`src/rtl/rf_writeback_pkg.sv`:
```
// rtl/rf_writeback_pkg.sv - shared widths, register-zero index and writeback source encoding
package rf_writeback_pkg;

    localparam int ADDR_WIDTH_DEF = 5;
    localparam int DATA_WIDTH_DEF = 32;
    localparam int REG_ZERO       = 0;

    typedef enum logic {
        SRC_EXU = 1'b0,
        SRC_LSU = 1'b1
    } wb_src_e;

    function automatic int nregs(input int addr_width);
        return 1 << addr_width;
    endfunction

endpackage

```
`src/rtl/wb_rr_arb.sv`:
```
// rtl/wb_rr_arb.sv - two-request round-robin arbiter with one-hot grant
module wb_rr_arb
    import rf_writeback_pkg::*;
(
    input  logic       clk,
    input  logic       rst,
    input  logic [1:0] req,
    output logic [1:0] gnt
);

    wb_src_e ptr;
    wb_src_e ptr_next;

    always_ff @(posedge clk) begin
        if (rst) begin
            ptr <= SRC_EXU;
        end else begin
            ptr <= ptr_next;
        end
    end

    // The pointer only moves when both sources competed, so a lone
    // requester never costs the other one its turn.
    always_comb begin
        gnt      = 2'b00;
        ptr_next = ptr;
        case (req)
            2'b01: gnt = 2'b01;
            2'b10: gnt = 2'b10;
            2'b11: begin
                if (ptr == SRC_EXU) begin
                    gnt      = 2'b01;
                    ptr_next = SRC_LSU;
                end else begin
                    gnt      = 2'b10;
                    ptr_next = SRC_EXU;
                end
            end
            default: gnt = 2'b00;
        endcase
    end

endmodule

```
`src/rtl/rf_writeback.sv`:
```
// rtl/rf_writeback.sv - regfile write port arbitration and busy scoreboard
module rf_writeback
    import rf_writeback_pkg::*;
#(
    parameter int ADDR_WIDTH = ADDR_WIDTH_DEF,
    parameter int DATA_WIDTH = DATA_WIDTH_DEF
) (
    input  logic                  clk,
    input  logic                  rst,
    input  logic                  rsv_valid,
    input  logic [ADDR_WIDTH-1:0] rsv_addr,
    output logic                  rsv_ready,
    input  logic                  exu_valid,
    output logic                  exu_ready,
    input  logic [ADDR_WIDTH-1:0] exu_rd,
    input  logic [DATA_WIDTH-1:0] exu_data,
    input  logic                  lsu_valid,
    output logic                  lsu_ready,
    input  logic [ADDR_WIDTH-1:0] lsu_rd,
    input  logic [DATA_WIDTH-1:0] lsu_data,
    output logic                  wen,
    output logic [ADDR_WIDTH-1:0] waddr,
    output logic [DATA_WIDTH-1:0] wdata,
    input  logic [ADDR_WIDTH-1:0] chk_addr1,
    input  logic [ADDR_WIDTH-1:0] chk_addr2,
    output logic                  chk_busy1,
    output logic                  chk_busy2
);

    localparam int                    NREGS     = nregs(ADDR_WIDTH);
    localparam logic [ADDR_WIDTH-1:0] ADDR_ZERO = ADDR_WIDTH'(REG_ZERO);

    logic [1:0]            gnt;
    logic [NREGS-1:0]      busy;
    logic [ADDR_WIDTH-1:0] sel_rd;
    logic [DATA_WIDTH-1:0] sel_data;
    logic                  sel_wr;

    wb_rr_arb u_arb (
        .clk (clk),
        .rst (rst),
        .req ({lsu_valid, exu_valid}),
        .gnt (gnt)
    );

    assign exu_ready = gnt[0];
    assign lsu_ready = gnt[1];
    assign rsv_ready = (rsv_addr == ADDR_ZERO) || !busy[rsv_addr];

    assign chk_busy1 = (chk_addr1 != ADDR_ZERO) && busy[chk_addr1];
    assign chk_busy2 = (chk_addr2 != ADDR_ZERO) && busy[chk_addr2];

    always_comb begin
        sel_rd   = exu_rd;
        sel_data = exu_data;
        if (gnt[1]) begin
            sel_rd   = lsu_rd;
            sel_data = lsu_data;
        end
    end

    // An x0 result still consumes its grant but never reaches the regfile.
    assign sel_wr = (gnt != 2'b00) && (sel_rd != ADDR_ZERO);

    always_ff @(posedge clk) begin
        if (rst) begin
            wen   <= 1'b0;
            waddr <= '0;
            wdata <= '0;
        end else begin
            wen <= sel_wr;
            if (sel_wr) begin
                waddr <= sel_rd;
                wdata <= sel_data;
            end
        end
    end

    // Clear wins over set; the regfile write lands on this same edge.
    always_ff @(posedge clk) begin
        if (rst) begin
            busy <= '0;
        end else begin
            for (int i = 1; i < NREGS; i++) begin
                if (wen && (waddr == ADDR_WIDTH'(i))) begin
                    busy[i] <= 1'b0;
                end else if (rsv_valid && rsv_ready && (rsv_addr == ADDR_WIDTH'(i))) begin
                    busy[i] <= 1'b1;
                end
            end
            busy[0] <= 1'b0;
        end
    end

    always_ff @(posedge clk) begin
        if (!rst && wen && (waddr != ADDR_ZERO)) begin
            assert (busy[waddr]);
        end
    end

endmodule
```
`config.mk`:
```
export PLATFORM = sky130hd
export DESIGN_NAME = rf_writeback
export DESIGN_NICKNAME = d
export VERILOG_FILES = /design/src/rtl/rf_writeback_pkg.sv /design/src/rtl/wb_rr_arb.sv /design/src/rtl/rf_writeback.sv
export SDC_FILE = /design/constraint.sdc
export NUM_CORES = 1
export LEC_CHECK = 0
export CAP_MARGIN = 30
export CORE_MARGIN = 2
export CORE_UTILIZATION = 43
export CTS_BUF_LIST = sky130_fd_sc_hd__clkbuf_4 sky130_fd_sc_hd__clkbuf_8
export CTS_CLUSTER_SIZE = 20
export DETAILED_ROUTE_END_ITERATION = 8
export PLACE_DENSITY = 0.82
export SYNTH_ARGS = -nofsm -noshare
export SYNTH_HDL_FRONTEND = slang
export SYNTH_HIERARCHICAL = 1
export SYNTH_SLANG_ARGS = --single-unit
```
`constraint.sdc`:
```
create_clock -name clk -period 1.8 [get_ports clk]
set_clock_uncertainty 0.05 [all_clocks]
set_input_delay 0.18 -clock clk [delete_from_list [all_inputs] [get_ports clk]]
set_output_delay 0.18 -clock clk [all_outputs]
set_load 0.05 [all_outputs]
```
## Word level (Yosys, flattened, before mapping)

Cells that the tools add are included.

| word-level totals | value |
|---|---|
| register bits after elaboration | 71 |
| input port bits | 94 |
| word-level logic and storage cells | 219 |

| cells by class | value |
|---|---|
| magnitude comparators | 3 |
| eq/ne operators | 65 |
| muxes and demuxes | 11 |
| reductions and logical operators | 104 |

Operator list:

| kind | number |
|---|---|
| 5-bit equality test, second input constant | 32 |
| 5-bit by 4-bit equality test with 1-bit output, second input constant | 16 |
| 1-bit logical AND | 66 |
| 2-bit OR reduction | 31 |
| 5-bit by 3-bit equality test with 1-bit output, second input constant | 8 |
| 32-bit 2-to-1 mux | 1 |
| 5-bit by 2-bit equality test with 1-bit output, second input constant | 4 |
| 5-bit by 6-bit < comparator with 1-bit output, second input constant | 3 |
| 1-bit binary-select mux with 5-bit select | 3 |
| 5-bit nonzero test | 3 |
| 5-bit by 1-bit equality test with 1-bit output, second input constant | 2 |
| 2-bit one-hot mux with 3 select lines | 1 |
| 5-bit logical NOT | 1 |
| 5-bit 2-to-1 mux | 1 |
| 2-bit equality test, second input constant | 2 |
| 1-bit 2-to-1 mux | 4 |
| 2-bit by 1-bit equality test with 1-bit output, second input constant | 1 |
| 2-bit 2-to-1 mux | 1 |
| 2-bit nonzero test | 1 |
| 1-bit logical NOT | 1 |
| 1-bit logical OR | 1 |

## Logic depth before layout (Yosys ltp)

Gate-level depths: netlist (run 1).

| logic depth | value |
|---|---|
| depth after elaboration | 6 |
| depth in mapped cells | 8 |

## Hierarchy

The synthesis (run 1) kept the hierarchy.

By module, submodules not included:

| module | times used | cells each | area an instance (um^2) | sequential area each (um^2) |
|---|---|---|---|---|
| rf_writeback | 1 | 426 | 4072.7 | 1381.3 |
| wb_rr_arb | 1 | 7 | 65.1 | 20.0 |

## Worst setup path before layout (run 1)

OpenSTA, ideal clock, no wires.

| timing | value |
|---|---|
| path kind | reg2reg |
| from | register u_arb.ptr |
| to | register wdata[11] |
| library setup time | 134 ps |
| arrival | 2952 ps |
| data required time | 1616 ps |
| slack | -1336 ps |
| cell stages (with the launch flop) | 7 |
| path buffers | 2 |
| clock period less this slack | 3136 ps |
| cells stage by stage | dfxtp_1 inv_1 a21boi_0 buf_2 clkbuf_1 mux2i_1 a211oi_1 |

| on the way | value |
|---|---|
| longest elaborated chain between the ends | 5 |
| elaborated cells between the ends (all ways) | 7 |

RTL lines:

| element | line | source |
|---|---|---|
| start, declared | wb_rr_arb.sv:11 | `wb_src_e ptr;` |
| start signal, assigned | wb_rr_arb.sv:18 | `ptr <= ptr_next;` |
| 2-bit 2-to-1 mux * | wb_rr_arb.sv:31 | `if (ptr == SRC_EXU) begin` |
| 2-bit one-hot mux with 3 select lines * | wb_rr_arb.sv:27 | `case (req)` |
| named net lsu_ready | rf_writeback.sv:18 | `output logic lsu_ready,` |
| 5-bit 2-to-1 mux | rf_writeback.sv:56 | `if (gnt[1]) begin` |
| 5-bit nonzero test | rf_writeback.sv:63 | `assign sel_wr = (gnt != 2'b00) && (sel_rd != ADDR_ZERO);` |
| 1-bit logical AND | rf_writeback.sv:63 |  |
| end signal, assigned | rf_writeback.sv:74 | `wdata <= sel_data;` |
| end, declared | rf_writeback.sv:23 | `output logic [DATA_WIDTH-1:0] wdata,` |

The timed path passes the listed nets; every way through them passes the cells marked *.
A chain may end at the register's enable or synchronous reset.

## Worst setup path after layout (run 1)

| timing | value |
|---|---|
| from | register busy[15] |
| to | output rsv_ready |

| on the way | value |
|---|---|
| longest elaborated chain between the ends | 4 |

RTL lines:

| element | line | source |
|---|---|---|
| start, declared | rf_writeback.sv:34 | `logic [NREGS-1:0] busy;` |
| start signal, assigned | rf_writeback.sv:82 | `busy <= '0;` |
| start signal, assigned by index | rf_writeback.sv:86 | `busy[i] <= 1'b0;` |
| start signal, assigned by index | rf_writeback.sv:88 | `busy[i] <= 1'b1;` |
| 1-bit binary-select mux with 5-bit select | rf_writeback.sv:48 | `assign rsv_ready = (rsv_addr == ADDR_ZERO) \|\| !busy[rsv_addr];` |
| 1-bit 2-to-1 mux (not written as such) | rf_writeback.sv:48 |  |
| 1-bit logical NOT | rf_writeback.sv:48 |  |
| 1-bit logical OR | rf_writeback.sv:48 |  |
| end, declared | rf_writeback.sv:12 | `output logic rsv_ready,` |

No other way between the ends. The select of a mux whose other input is x is not followed.

==> results of run 1 <==
[timing repair]
item	4_1_cts	5_1_grt
pin swaps	2	4
endpoints found under the setup margin	17	25
gates resized for setup	28	17
hold endpoints to repair	0	0
setup buffers	2	1
gates cloned	2	0
[registers in the layout, summed over array words and instances, names as in the netlist]
| name | count |
|---|---|
| wen | 1 |
| busy | 31 |
| u_arb/ptr | 1 |
| wdata | 32 |
| waddr | 5 |
[Yosys cell counts (all sizes together), types with 3 or more instances]
master   n  area (sq um)
nand3b   3         22.52
and3     3         18.77
dfxtp   70          1401
a211oi  34         255.2
mux4    20         465.5
a21oi   19         98.85
nor3    48         240.2
a22oi   11         82.58
nor2    19         71.32
nand2b   5         31.28
or4      5         37.54
nor3b    4         30.03
o32a     3         30.03
o21ai    4         23.77
nand3    7         35.03
inv     18         67.56
nand2   20         75.07
clkbuf  23         107.6
buf     12         76.32
o221ai   9         78.83
mux2i   58         580.6
nor2b    5         31.28
a31oi   15         93.84
[final cells by class]
class                           count  area (sq um)
Clock buffer                        9         123.9
Clock inverter                      7         97.59
Fill cell                         705          2839
Inverter                           18         67.56
Multi-Input combinational cell    309          2587
Sequential cell                    70          1425
Tap cell                          129         161.4
Timing Repair Buffer              204          1982
[metal layers]
metal | routed length [microns] | part of all wire [%] | GRT usage, % | vias to the layer above
met5 | 0 | 0 | 0 | -
met4 | 292 | 2.1 | 9.538 | 0
met3 | 1044 | 7.4 | 5.609 | 26
met2 | 7256 | 51 | 49.39 | 226
met1 | 5530 | 39 | 32.93 | 2051
li1 | - | - | - | 2045
[worst paths after layout]
check	to	cells past startpoint	from
setup / recovery	rsv_ready	4	busy[15]
hold / removal	u_arb/ptr	2	rst
setup reg to reg	busy[9]	7	busy[10]
hold reg to reg	busy[3]	2	busy[3]
[power breakdown]
part,switching (mW),internal [mW],total (mW),leakage (nW)
Combinational,0.768,0.625,1.39,1.78
Sequential,0.0826,1.65,1.73,0.583
Clock,0.651,0.785,1.44,0.106
[cell families after synthesis]
kind of cell / share of synthesized area [%]
AND/OR/NAND/NOR: 15.06
flip-flops: 33.87
buffers and inverters: 6.289
AO/OA/AOI/OAI: 19.50
multiplexers: 25.28
[critical path: stages (launching register included)]
cell     delay [ns]
dfxtp_2        0.35
mux4_2         0.49
mux4_2         0.51
mux2i_4        0.19
buf_12         0.16
[metrics by stage]
step	std cells	hold slack [ns]	total power [mW]
after floorplan	433	0.1924	2.529
after global placement	725	0.4248	3.088
after detailed placement	725	0.4323	3.116
after CTS	745	0.07358	4.540
after global routing	746	0.09319	4.714
final	746	0.08946	4.556
[cell usage in the layout (no fill, tap or decap), types with 3 or more instances in the layout]
cell type          n
a211oi_1          33
a21oi_1           18
a22oi_1           11
a31oi_1           15
and3_1             3
buf_12             8
buf_4             73
clkbuf_8           9
clkdlybuf4s50_1  106
dfxtp_1           53
dfxtp_2           16
dlygate4sd2_1      9
dlymetal6s2s_1     3
inv_1             17
mux2i_1           57
mux4_2            18
nand2_1           20
nand2b_1           4
nand3_1            7
nand3b_1           3
nor2_1            19
nor2b_1            5
nor3_1            42
nor3_2             6
nor3b_1            4
o21ai_0            3
o221ai_1           9
o32a_1             3
or4_1              4
==> summary.txt, run 1 <==
Timing
  – Final WS setup: -0.4697 ns
  – Final min period: 2.270 ns
  – Max-slew headroom: 56.20%
  – Fmax: 440.6 MHz
  – Worst-Margin Slew: 0.6520 ns
  – Setup TNS: -1.941 ns
  – Final hold violation count: 0
  – Setup violators final: 9
  – Slew Limit Fails: 0
  – RSZ-0062 raised after global routing: true
  – Period utilization: 126.1%

GRT
  – Global-route wire length before repair: 22300 microns
  – Number of antenna violations at the first check in global routing: 0
  – Largest net degree at the start of global routing: 49
  – Grt ovf: 0
  – Tot GR Track Use: about 28%
  – Vias in the first global route: around 4500

Worst setup path
  – Data required, critical path: 1.57 ns
  – CP Launch Type: flip-flop
  – Worst setup EP type: primary output
  – CP Class: reg -> out
  – Crit path arrival time: 2.04 ns
  – Reg2Reg Setup Slack: -0.17 ns
  – Critical-path maximum fanout: 4

Die
  – # rows: 35
  – Initial core utilization: 44.57%
  – Core ar.: about 9300 sq um
  – Die footprint: 10420 sq um
  – Io pins: between 100 and 150
  – Die Height: 102.1 microns
  – Die Wd: 102.1 microns

Clock tree
  – Max Buffers Root-to-Sink: 2
  – Root Driver: clkbuf_8
  – Clk_lat worst skew: 0.35 ns
  – Clock slew at the register clock pins of the worst setup and hold paths: 0.09 ns
  – H-tree levels: 3
  – CTS Hold Bufs: 0
  – Clock Sinks: 70
  – CTS tree: yes
  – CTS buffer count: 9

Status
  – Failing checks: setup timing
  – Outcome: finished, violations left

Route
  – Iter 0 DRT Violations: 316
  – Vias per cell: 5.828
  – Post-route ant nets: 0
  – Routed via count: 4348
  – Total Wirelength: 14120 microns
  – WL/cell: 18.93 microns
  – First drt pass iteration count: 5
  – Residual DRC: 0

Place
  – # port buffers: 136
  – DP Area: around 6000 sq um
  – GPL Wtd Cong: roughly 0.96
  – Pre-CTS setup slack: -0.6683 ns
  – DP HPWL: 10620 microns

Synth
  – Post-synth EDFFs: 0
  – Mapped Area: 4138 sq um
  – Main flop type after synthesis: dfxtp_1
  – Seq/Total Area, Yosys: about a third
  – Syn nets: around 530
  – Number of synthesis warnings: 6
  – Syn Area/Cell: 9.556 sq um
  – #FFs+latches synth: 70
  – Mapped Cells: around 430
  – Async SR Flop Fraction: 0%
  – Netlist cell types: 45

Finish
  – Finished Cell Area: 6445 sq um
  – Fin nets: 706
  – Final core utilization: 69.42%
  – Antenna diodes: 0
  – Share of post-route cells with drive strength above 1: 25.93%
  – Layout Area Growth over Synthesis: 55.76%

Power and ir drop
  – Pleak: roughly 2.5 nW
  – PD cells: between 700 and 800 nW/um^2
  – Maximum vdd ir drop: 0.0004223 V

Run
  – MaxCap Viol Count: 0

Hold path
  – Tightest Hold Check Type: in -> reg
Power figures use the tool's default switching activity.
==> run 2: changes to the inputs <==
Settings changed: SLEW_MARGIN set to 40.
==> results of run 2 <==
Same layout as run 1: the final DEF is identical, and so are final timing and power.
==> run 3: changes to the inputs <==
Settings changed: PLACE_DENSITY 0.82 to 0.87.
==> summary.txt, run 3 (synthesis results as in run 1) <==
Status
  – Outcome: finished, violations left
  – Failing checks: setup timing

Worst setup path
  – CP Class: reg -> out
  – Reg2Reg Setup Slack: -0.08 ns (+0.09 ns)
  – Worst setup EP type: primary output
  – Reg2reg start: busy[15]
  – Crit path arrival time: 2.02 ns (-0.02 ns)
  – Data required, critical path: 1.57 ns (about the same)
  – R2r endpoint: busy[12]
  – CP Launch Type: flip-flop
  – Critical-path maximum fanout: 4 (unchanged)
  – FF-to-FF path depth: 5 (-2)

Timing
  – Final hold violation count: 0 (unchanged)
  – Hold_ws: 0.2432 ns (+0.1538 ns)
  – Worst-Margin Slew: 0.5741 ns (-0.07793 ns)
  – Fmax: 445.4 MHz (+1.1%)
  – Max-slew headroom: 61.43% (+5.2 points)
  – Final min period: 2.245 ns (-0.02442 ns)
  – Setup violators final: 6 (-3)
  – RSZ-0062 raised after global routing: true
  – Slew Limit Fails: 0 (unchanged)
  – Setup TNS: -1.371 ns (+0.5702 ns)
  – Period utilization: 124.7% (-1.4 points)
  – Final WS setup: -0.4452 ns (+0.02442 ns)

Route
  – Total Wirelength: 13800 microns (-2.3%)
  – Iter 0 DRT Violations: 345 (+9.2%)
  – Post-route ant nets: 0 (unchanged)
  – Routed via count: 4419 (+1.6%)
  – Vias per cell: 5.892 (+1.1%)
  – WL/cell: 18.40 microns (-2.8%)
  – First drt pass iteration count: 5 (unchanged)
  – Residual DRC: 0 (unchanged)

Die
  – Die footprint: 10420 sq um (unchanged)
  – Io pins: 137 (unchanged)
  – Die Height: 102.1 microns (unchanged)
  – Die Wd: 102.1 microns (unchanged)
  – Initial core utilization: 44.57% (unchanged)
  – # rows: 35 (unchanged)
  – Core ar.: 9284 sq um (unchanged)

Clock tree
  – Root Driver: clkbuf_8
  – CTS buffer count: 9 (unchanged)
  – CTS tree: yes
  – Clock slew at the register clock pins of the worst setup and hold paths: 0.08 ns (about the same)
  – CTS Hold Bufs: 0 (unchanged)
  – Clock Sinks: 70 (unchanged)
  – Max Buffers Root-to-Sink: 2 (unchanged)
  – Clk_lat worst skew: 0.35 ns (about the same)
  – H-tree levels: 3 (unchanged)

Run
  – MaxCap Viol Count: 0 (unchanged)

Finish
  – Fin nets: 710 (+0.57%)
  – Most common cell after layout, fill and taps aside: clkdlybuf4s50_1
  – Share of post-route cells with drive strength above 1: 25.93% (about the same)
  – Layout Area Growth over Synthesis: 55.13%
  – Max reg flops: 32 (unchanged)
  – Fill count: 712 (+0.99%)
  – Antenna diodes: 0 (unchanged)
  – Most frequent cells in the layout: clkdlybuf4s50_1 (104), buf_4 (77), mux2i_1 (56), dfxtp_1 (56), nor3_1 (43)
  – Most flop-heavy register: wdata
  – Biggest regs: wdata x32, busy x31, waddr x5

Place
  – DP HPWL: 10390 microns (-2.1%)
  – # port buffers: 136 (unchanged)
  – Pre-CTS setup slack: -0.6507 ns (+0.01760 ns)
  – GPL Wtd Cong: 0.9519 (-1.2%)

GRT
  – Number of antenna violations at the first check in global routing: 0 (unchanged)
  – Grt ovf: 0 (unchanged)
  – Tot GR Track Use: 26.75% (-0.85 points)
  – Largest net degree at the start of global routing: 40 (-18%)
  – Global-route wire length before repair: 21790 microns (-2.3%)
  – Vias in the first global route: 4478 (-0.022%)

Hold path
  – Hold Crit Depth: 2 (unchanged)
  – Hold Path Origin: rst
  – Tightest Hold Check Type: in -> reg
  – Worst Hold Path EP: busy[28]

Power and ir drop
  – PD cells: 666.7 nW/um^2 (-5.7%)
  – Tot Pwr: 4.279 mW (-6.1%)
  – Maximum vdd ir drop: 0.0004301 V (+1.8%)
  – Pleak: 2.484 nW (+0.42%)
[run 3: cell count changes in the layout (fill, tap and decap cells not counted), moves of 2 or more]
| cell | delta |
|---|---|
| buf_4 | +4 |
| bufinv_16 | -2 |
| clkdlybuf4s50_1 | -2 |
| clkinv_2 | +2 |
| dfxtp_1 | +3 |
| dfxtp_2 | -3 |
[run 3: metal layers]
| layer | track usage [%] | part of all wire (%) | vias to the layer above |
|---|---|---|---|
| met5 | 0 | 0 | - |
| met4 | 11.79 | 3.0 | 0 |
| met3 | 6.908 | 8.8 | 43 |
| met2 | 45.90 | 50 | 236 |
| met1 | 31.62 | 38 | 2093 |
| li1 | - | - | 2047 |
[run 3: power by group]
group          internal [mW]  leakage (nW)  switching, mW  total [mW]
sequential              1.65         0.582         0.0829        1.73
clock                  0.504        0.0898          0.653        1.16
combinational          0.625          1.81          0.768        1.39
total                   2.77          2.48           1.50        4.28
[run 3: how the worst max path moves through the flow]
stage | slack, ns | endpoint | startpoint | depth (start not counted)
3_3_place_gp | -0.64 | rsv_ready | rsv_addr[0] | 5
3_5_place_dp | -0.65 | rsv_ready | rsv_addr[0] | 5
6_report | -0.45 | rsv_ready | busy[15] | 4
4_1_cts | -0.45 | rsv_ready | busy[11] | 4
5_1_grt | -0.51 | rsv_ready | busy[15] | 4
2_1_floorplan | -0.12 | rsv_ready | rsv_addr[0] | 4
[run 3: per-stage QoR]
stage / util [%] / std cells / cell area, sq um
3_3_place_gp: 65.18 / 728 / 6051
3_5_place_dp: 65.18 / 728 / 6051
2_1_floorplan: - / 433 / 4218
6_report: 69.14 / 750 / 6419
4_1_cts: 68.37 / 749 / 6347
5_1_grt: 69.14 / 750 / 6419
[run 3: critical path, cell delays in order, from the launching register on]
cell     delay, ns
dfxtp_2       0.35
mux4_2        0.49
mux4_2        0.50
mux2i_4       0.18
buf_12        0.16
[run 3: area by class of cell]
class / instances / area, sq um / area share (%)
multi-input cells: 309 / 2580 / 40.19
clock buffers: 9 / 123.9 / 1.930
flip-flops and latches: 70 / 1421 / 22.14
well taps: 129 / 161.4 / 2.515
clock inverters: 7 / 48.80 / 0.7602
inverters: 18 / 67.56 / 1.053
repair buffers: 208 / 2016 / 31.40
[run 3: timing repair]
action,CTS,global route
gates resized for setup,27,16
setup endpoints to repair,16,25
buffers inserted,3,1
cloned,2,0
pin swaps,6,3
